### config.mk
export PLATFORM = sky130hd
export DESIGN_NAME = riscy_bus_arbiter
export DESIGN_NICKNAME = d
export VERILOG_FILES = /design/src/rtl/riscy_bus_arbiter.sv
export SDC_FILE = /design/constraint.sdc
export NUM_CORES = 1
export LEC_CHECK = 0
export CELL_PAD_IN_SITES_DETAIL_PLACEMENT = 1
export CELL_PAD_IN_SITES_GLOBAL_PLACEMENT = 2
export CORE_ASPECT_RATIO = 1.2
export CORE_MARGIN = 1.5
export CORE_UTILIZATION = 31
export DETAILED_ROUTE_END_ITERATION = 16
export PLACE_DENSITY_LB_ADDON = 0.1
export RECOVER_POWER = 25
export SLEW_MARGIN = 20
export SYNTH_ARGS = -nofsm -noshare
export SYNTH_HDL_FRONTEND = slang
export SYNTH_SLANG_ARGS = --single-unit
### constraint.sdc
create_clock -name CLK -period 2.45 [get_ports CLK]
set_clock_uncertainty 0.15 [all_clocks]
set_input_delay 0.49 -clock CLK [delete_from_list [all_inputs] [get_ports CLK]]
set_output_delay 0.49 -clock CLK [all_outputs]
set_load 0.01 [all_outputs]
### src/rtl/riscy_bus_arbiter.sv
// ============================================================================
// riscy_bus_arbiter: one-owner-at-a-time grant arbiter for the RISCY InOut bus.
// Revision: 1.0
// ============================================================================
`default_nettype none

module riscy_bus_arbiter #(
  parameter int N        = 3,
  parameter int MAX_HOLD = 16,
  parameter int PRIO0    = 1
) (
  input  logic                 CLK,
  input  logic                 RST,
  input  logic [N-1:0]         req,
  input  logic [N-1:0]         rel,
  output logic [N-1:0]         gnt,
  output logic [N-1:0]         oe,
  output logic [$clog2(N)-1:0] owner,
  output logic                 busy,
  output logic                 timeout_err
);

  localparam int OW = $clog2(N);
  localparam int SW = OW + 1;
  localparam int CW = $clog2(MAX_HOLD + 1);

  typedef enum logic [1:0] {
    S_IDLE = 2'd0,
    S_HOLD = 2'd1,
    S_TURN = 2'd2
  } state_t;

  state_t          state_q;
  logic [N-1:0]    gnt_q;
  logic [N-1:0]    oe_q;
  logic [OW-1:0]   owner_q;
  logic [OW-1:0]   last_q;
  logic [CW-1:0]   cnt_q;
  logic [N-1:0]    mask_q;
  logic            terr_q;

  logic [N-1:0]    req_eff_d;
  logic [OW-1:0]   win_d;
  logic [SW-1:0]   scan_d;
  logic            own_req;
  logic            own_rel;
  logic            at_max;
  logic            forced;

  // A requester revoked by timeout sits out one arbitration unless nobody else wants the bus.
  always_comb begin
    req_eff_d = req & ~mask_q;
    if (req_eff_d == '0) begin
      req_eff_d = req;
    end
    win_d  = '0;
    scan_d = '0;
    for (int i = N; i >= 1; i--) begin
      scan_d = {1'b0, last_q} + SW'(i);
      if (scan_d >= SW'(N)) begin
        scan_d = scan_d - SW'(N);
      end
      if (req_eff_d[scan_d[OW-1:0]]) begin
        win_d = scan_d[OW-1:0];
      end
    end
    if ((PRIO0 != 0) && req_eff_d[0]) begin
      win_d = '0;
    end
  end

  assign own_req = req[owner_q];
  assign own_rel = rel[owner_q];
  assign at_max  = (cnt_q == CW'(MAX_HOLD));
  // Only a still-wanted, unreleased bus at the limit counts as a forced revoke.
  assign forced  = own_req && !own_rel;

  always_ff @(posedge CLK or negedge RST) begin
    if (!RST) begin
      state_q <= S_IDLE;
      gnt_q   <= '0;
      oe_q    <= '0;
      owner_q <= '0;
      last_q  <= OW'(N - 1);
      cnt_q   <= '0;
      mask_q  <= '0;
      terr_q  <= 1'b0;
    end else begin
      terr_q <= 1'b0;
      case (state_q)
        S_IDLE, S_TURN: begin
          mask_q <= '0;
          if (req_eff_d != '0) begin
            state_q <= S_HOLD;
            gnt_q   <= N'(1) << win_d;
            oe_q    <= N'(1) << win_d;
            owner_q <= win_d;
            last_q  <= win_d;
            cnt_q   <= CW'(1);
          end else begin
            state_q <= S_IDLE;
            gnt_q   <= '0;
            oe_q    <= '0;
            cnt_q   <= '0;
          end
        end
        S_HOLD: begin
          if (!own_req || own_rel || at_max) begin
            state_q <= S_TURN;
            gnt_q   <= '0;
            oe_q    <= '0;
            cnt_q   <= '0;
            terr_q  <= forced;
            mask_q  <= forced ? gnt_q : '0;
          end else begin
            cnt_q <= cnt_q + CW'(1);
          end
        end
        default: begin
          state_q <= S_IDLE;
          gnt_q   <= '0;
          oe_q    <= '0;
          cnt_q   <= '0;
          mask_q  <= '0;
        end
      endcase
    end
  end

  assign gnt         = gnt_q;
  assign oe          = oe_q;
  assign owner       = owner_q;
  assign busy        = |gnt_q;
  assign timeout_err = terr_q;

endmodule

`default_nettype wire

-- Yosys cells after proc, flatten, opt, wreduce, memory -nomap -nowiden
Index checks and enable logic that the tools add are counted.
- register bits: 18
- output and inout port bits: 10
- word-level logic and storage cells: 71
- bits of input ports: 8
- equality and inequality tests: 4
- reduce and logical (&&, ||, !) cells: 11
- mux-type cells: 32
- add/sub/neg operators: 7
- magnitude comparators: 7
- shift operators: 1
- bitwise logic cells: 2
- operators by type and width (cell ; count):
    $mux 3 ; 6
    $mux 2 ; 8
    $lt 2x3->1 const B ; 4
    $bmux 1 s2 ; 5
    $pmux 5 s2 ; 1
    $ge 3x2->1 const B ; 3
    $mux 1 ; 9
    $add 2x2->3 const B ; 2
    $pmux 3 s2 ; 1
    $sub 2x2->2 const B ; 3
    $add 5x1->5 const B ; 1
    $eq 5x5->1 const B ; 1
    $mux 5 ; 1
    $pmux 2 s2 ; 1
    $add 2x1->3 const B ; 1
    $and 3x3->3 ; 1
    $logic_not 3->1 ; 1
    $not 3->3 ; 1
    $reduce_bool 3->1 ; 1
    $reduce_or 3->1 ; 1
    $shl 1x2->3 const A ; 1
    $eq 2x1->1 const B ; 1
    $eq 2x2->1 const B ; 1
    $logic_not 1->1 ; 2
    other kinds (6) ; 7

-- Depth between registers and ports, before layout
- word-level depth: 13
- mapped depth: 7
- mapped depth without buffers: 7

-- Least setup slack after synthesis
OpenSTA, ideal clock, no wires.
- kind: reg-to-reg
- start: register last_q[1]
- end: register owner_q[0], in the netlist owner[0]
- setup time: 0.125 ns
- path slack: 0.580 ns
- period minus slack after synthesis: 1.870 ns
- buffers on the path: 0
- arrival time: 1.595 ns
- data required time: 2.175 ns
- cell stages (with the launch flop): 7
- cells stage by stage: dfstp_2 inv_1 ha_1 inv_1 o311ai_0 nor2_1 mux2_2
- longest elaborated chain between the ends: 9
- elaborated cells on any way between the ends: 22
- those cells by class: add/sub (6); order compare (3); mux (13)
- RTL lines (element ; RTL line ; text):
    start, declared ; 37 ; logic [OW-1:0] last_q;
    start signal, assigned ; 84 ; last_q <= OW'(N - 1);
    start signal, assigned ; 98 ; last_q <= win_d;
    $add 2x2->3 ; 59 ; scan_d = {1'b0, last_q} + SW'(i);
    $ge 3x2->1 / $sub 2x2->2 (equally long branches) ; 60, 61 ;
    $mux 2 ; 60 ; if (scan_d >= SW'(N)) begin
    $bmux 1 s2 ; 63 ; if (req_eff_d[scan_d[OW-1:0]]) begin
    $mux 1 (not written as such) ; 63 ;
    $mux 2 (2 in a row) ; 63 ;
    $mux 2 (*) ; 63 ;
    $mux 2 (*) ; 67 ; if ((PRIO0 != 0) && req_eff_d[0]) begin
    end signal, assigned ; 97 ; owner_q <= win_d;
    end, declared ; 36 ; logic [OW-1:0] owner_q;
Mark *: on every way between the ends. The rest lies on a longest branch, timed or not. The select of a mux whose other input is x is not followed.
A chain may end at the register's enable or synchronous reset.

==> summary.md <==
| Metric | Value |
|---|---|
| Tmin final | `between 2 and 2.5 ns` |
| Final Cell Area | `1200 sq um` |
| Critical Path AT | `1.58 ns` |
| GRT Overall Usage | `0.154` |
| Layout area overhead | `26.9%` |
| Root buffer cell | `clkbuf_4` |
| Yosys top cell area share | `0.424` |
| Grt ovf | `0` |
| Cells after Synth | `90` |
| Mapped Area | `~940 sq um` |
| Critical path startpoint category | `register` |
| Clock Pin Slew Worst Setup and Hold Paths | `around 0.10 ns` |
| FF+latch area | `427 sq um` |
| # rows | `21` |
| Leak | `0.549 nW` |
| CTS Buf Count | `3` |
| Area of the multi-input gates | `453 sq um` |
| Initial antenna violation count | `0` |
| Top cell type by total area after synthesis | `dfrtp_1` |
| Slew Limit Fails | `0` |
| Most used DFF post-synth | `dfrtp_1` |
| Status | `finished, final reports clean` |
| CORE AREA | `around 2800 sq um` |
| Max Freq | `0.450 GHz` |
| RSZ-0062 raised after global routing | `no` |
| Final WS setup | `roughly 0.23 ns` |
| Share of cells above drive strength 1 | `0.133` |
| Post-route ant nets | `0` |
| Nets | `127` |
| Vias per Instance | `around 5.2` |
| Post-synth EDFFs | `0` |
| Max IR drop VDD | `0.454 mV` |
| Post-Syn Area per Cell | `10.5 sq um` |
| Critical path endpoint category | `output pin` |
| Diode count | `0` |
| Worst-Margin Slew | `0.915 ns` |
| Total wire length | `2.19 mm` |
| Critical path class | `reg -> out` |
| DR iter-0 viols | `7` |
| Final Hold Viols | `0` |
| Post-DP Area | `1170 sq um` |
| I/O pin count | `18` |
| Die footprint | `3380 sq um` |
| Crit path from | `oe[1]$_DFFE_PN0P_` |
| Global-route wire length before repair | `about 3.8 mm` |
| Max-Slew Margin vs Limit | `0.390` |
| Final setup fails | `0` |
| Hold WC Path Type | `reg -> reg` |
| Crit share post-route | `0.908` |
| Flops & latches, synth | `17` |
| Post-place setup slack | `0.0518 ns` |
| Yosys warning total | `0` |
| Routed vias | `759` |
| DRT Pass-1 Iters | `4` |
| Drt wl/cell | `14.9 um` |
| Later-pin clock latency in the skew report | `0.29 ns` |
| Die width | `53.4 um` |
| Hold-fix buffers, CTS | `0` |
| Power, Total | `between 1 and 1.5 mW` |
| Mapped Nets | `103` |
| Hold_ws | `around 0.32 ns` |
| Setup TNS Final | `0 ns` |
| Sequential element share of the synthesized area | `0.452` |
| Worst Hold Launch | `state_q[1]$_DFFE_PN0P_` |
| Setup Fix Bufs, Post-CTS | `0` |
| Post_cts resized | `0` |
| Async SR Flop Fraction | `1.00` |
| Vias in the first global route | `807` |
| IO Port Bufs | `17` |
| Max clock buf depth | `2` |
| # H-tree levels | `1` |
| Fillers | `approximately 330` |
| Clock sink total | `17` |
| DRC | `0` |
| Cell variety after synth | `36` |
| R2R Path Start | `last_q[1]$_DFFE_PN1N_` |
| Largest net degree at the start of global routing | `18` |
| CTS tree | `built` |
| Max cap viols | `0` |
| P per Cell Area | `917 nW/um^2` |
| Critical path data required time | `around 1.8 ns` |
| Crit Path Max Fanout | `5` |
| Dpl hpwl | `1.76 mm` |
| Initial core utilization | `0.332` |
| Synth area leaders | `dfrtp_1 (42%), ha_1 (6.6%), nor2_1 (4.8%), mux2i_1 (3.2%), buf_4 (3.2%)` |
| Chip height | `63.4 um` |
| RePlAce Congestion | `0.804` |
==> area by class of cell <==
| cell class | instances | share of cell area |
|---|---|---|
| clock buffers | 4 | 0.0219 |
| inverters | 8 | 0.0251 |
| multi-input cells | 60 | 0.378 |
| flip-flops and latches | 17 | 0.356 |
| well taps | 34 | 0.0355 |
| repair buffers | 24 | 0.183 |
==> power breakdown <==
| part | switching (mW) | total [mW] | leakage [nW] | internal, mW |
|---|---|---|---|---|
| combinational | 0.255 | 0.524 | 0.310 | 0.269 |
| sequential | 0.0706 | 0.422 | 0.224 | 0.351 |
| clock | 0.0888 | 0.152 | 0.0150 | 0.0633 |
| total | 0.414 | 1.10 | 0.549 | 0.683 |
==> critical path, cell delays in order (launching register included) <==
cell and delay [ns]:
dfrtp_1 0.44, or3_1 0.38, clkdlybuf4s50_1 0.48
==> sequential cells by signal (all words and copies together), names as in the netlist <==
name / count
oe: 3
state_q: 2
last_q: 1
timeout_err: 1
owner: 2
mask_q: 3
cnt_q: 5
==> metrics by stage <==
stage	cells	util
floorplan	90	-
global placement	143	0.414
detailed placement	143	0.414
CTS	147	0.423
global route	147	0.422
finish	147	0.422
==> cell usage after synthesis, drive strengths merged, types with 2 or more instances <==
| cell type | n |
|---|---|
| a21o | 3 |
| a32oi | 2 |
| buf | 4 |
| dfrtp | 16 |
| ha | 5 |
| inv | 8 |
| mux2i | 3 |
| nand2b | 2 |
| nand3 | 2 |
| nor2 | 12 |
| nor2b | 3 |
| o211a | 2 |
| o21ai | 5 |
| xor2 | 2 |
==> path summary, 6_finish.rpt <==
path / to / slack, ns / depth (start not counted)
setup / recovery: busy / 0.23 / 2
hold / removal: state_q[1]$_DFFE_PN0P_ / 0.32 / 1
setup reg to reg: owner[0]$_DFFE_PN0N_ / 0.38 / 6
hold reg to reg: state_q[1]$_DFFE_PN0P_ / 0.32 / 1
max in group asynchronous: cnt_q[3]$_DFF_PN0_ / 0.91 / 2
min in group asynchronous: timeout_err$_DFF_PN0_ / 0.69 / 2
==> cell families after synthesis <==
group,share of synthesized area
and+or+nand+nor,0.172
DFF,0.452
buffers and inverters,0.0676
AOI/OAI and AO/OA,0.170
muxes,0.0438
adders and majority gates,0.0663
xor gates and xnor gates,0.0279
==> layout by cell type, fill, tap and decap left out, types with 2 or more instances in the layout <==
cell             count
o211a_1              2
nand3_1              2
nor2b_1              3
ha_1                 5
a32oi_1              2
nor2_1              12
dfrtp_1             16
o21ai_0              5
buf_4                6
clkdlybuf4s50_1     16
mux2i_1              3
xor2_1               2
clkbuf_1             2
inv_1                8
clkbuf_4             3
a21o_1               3
==> layer usage <==
| layer | global-route usage | wire length [um] |
|---|---|---|
| met1 | 0.203 | 1010 |
| met2 | 0.238 | 1030 |
| met5 | 0 | 0 |
| met3 | 0.0284 | 70 |
| met4 | 0.0737 | 84 |
Note: power is estimated with default switching activity, not from simulation.
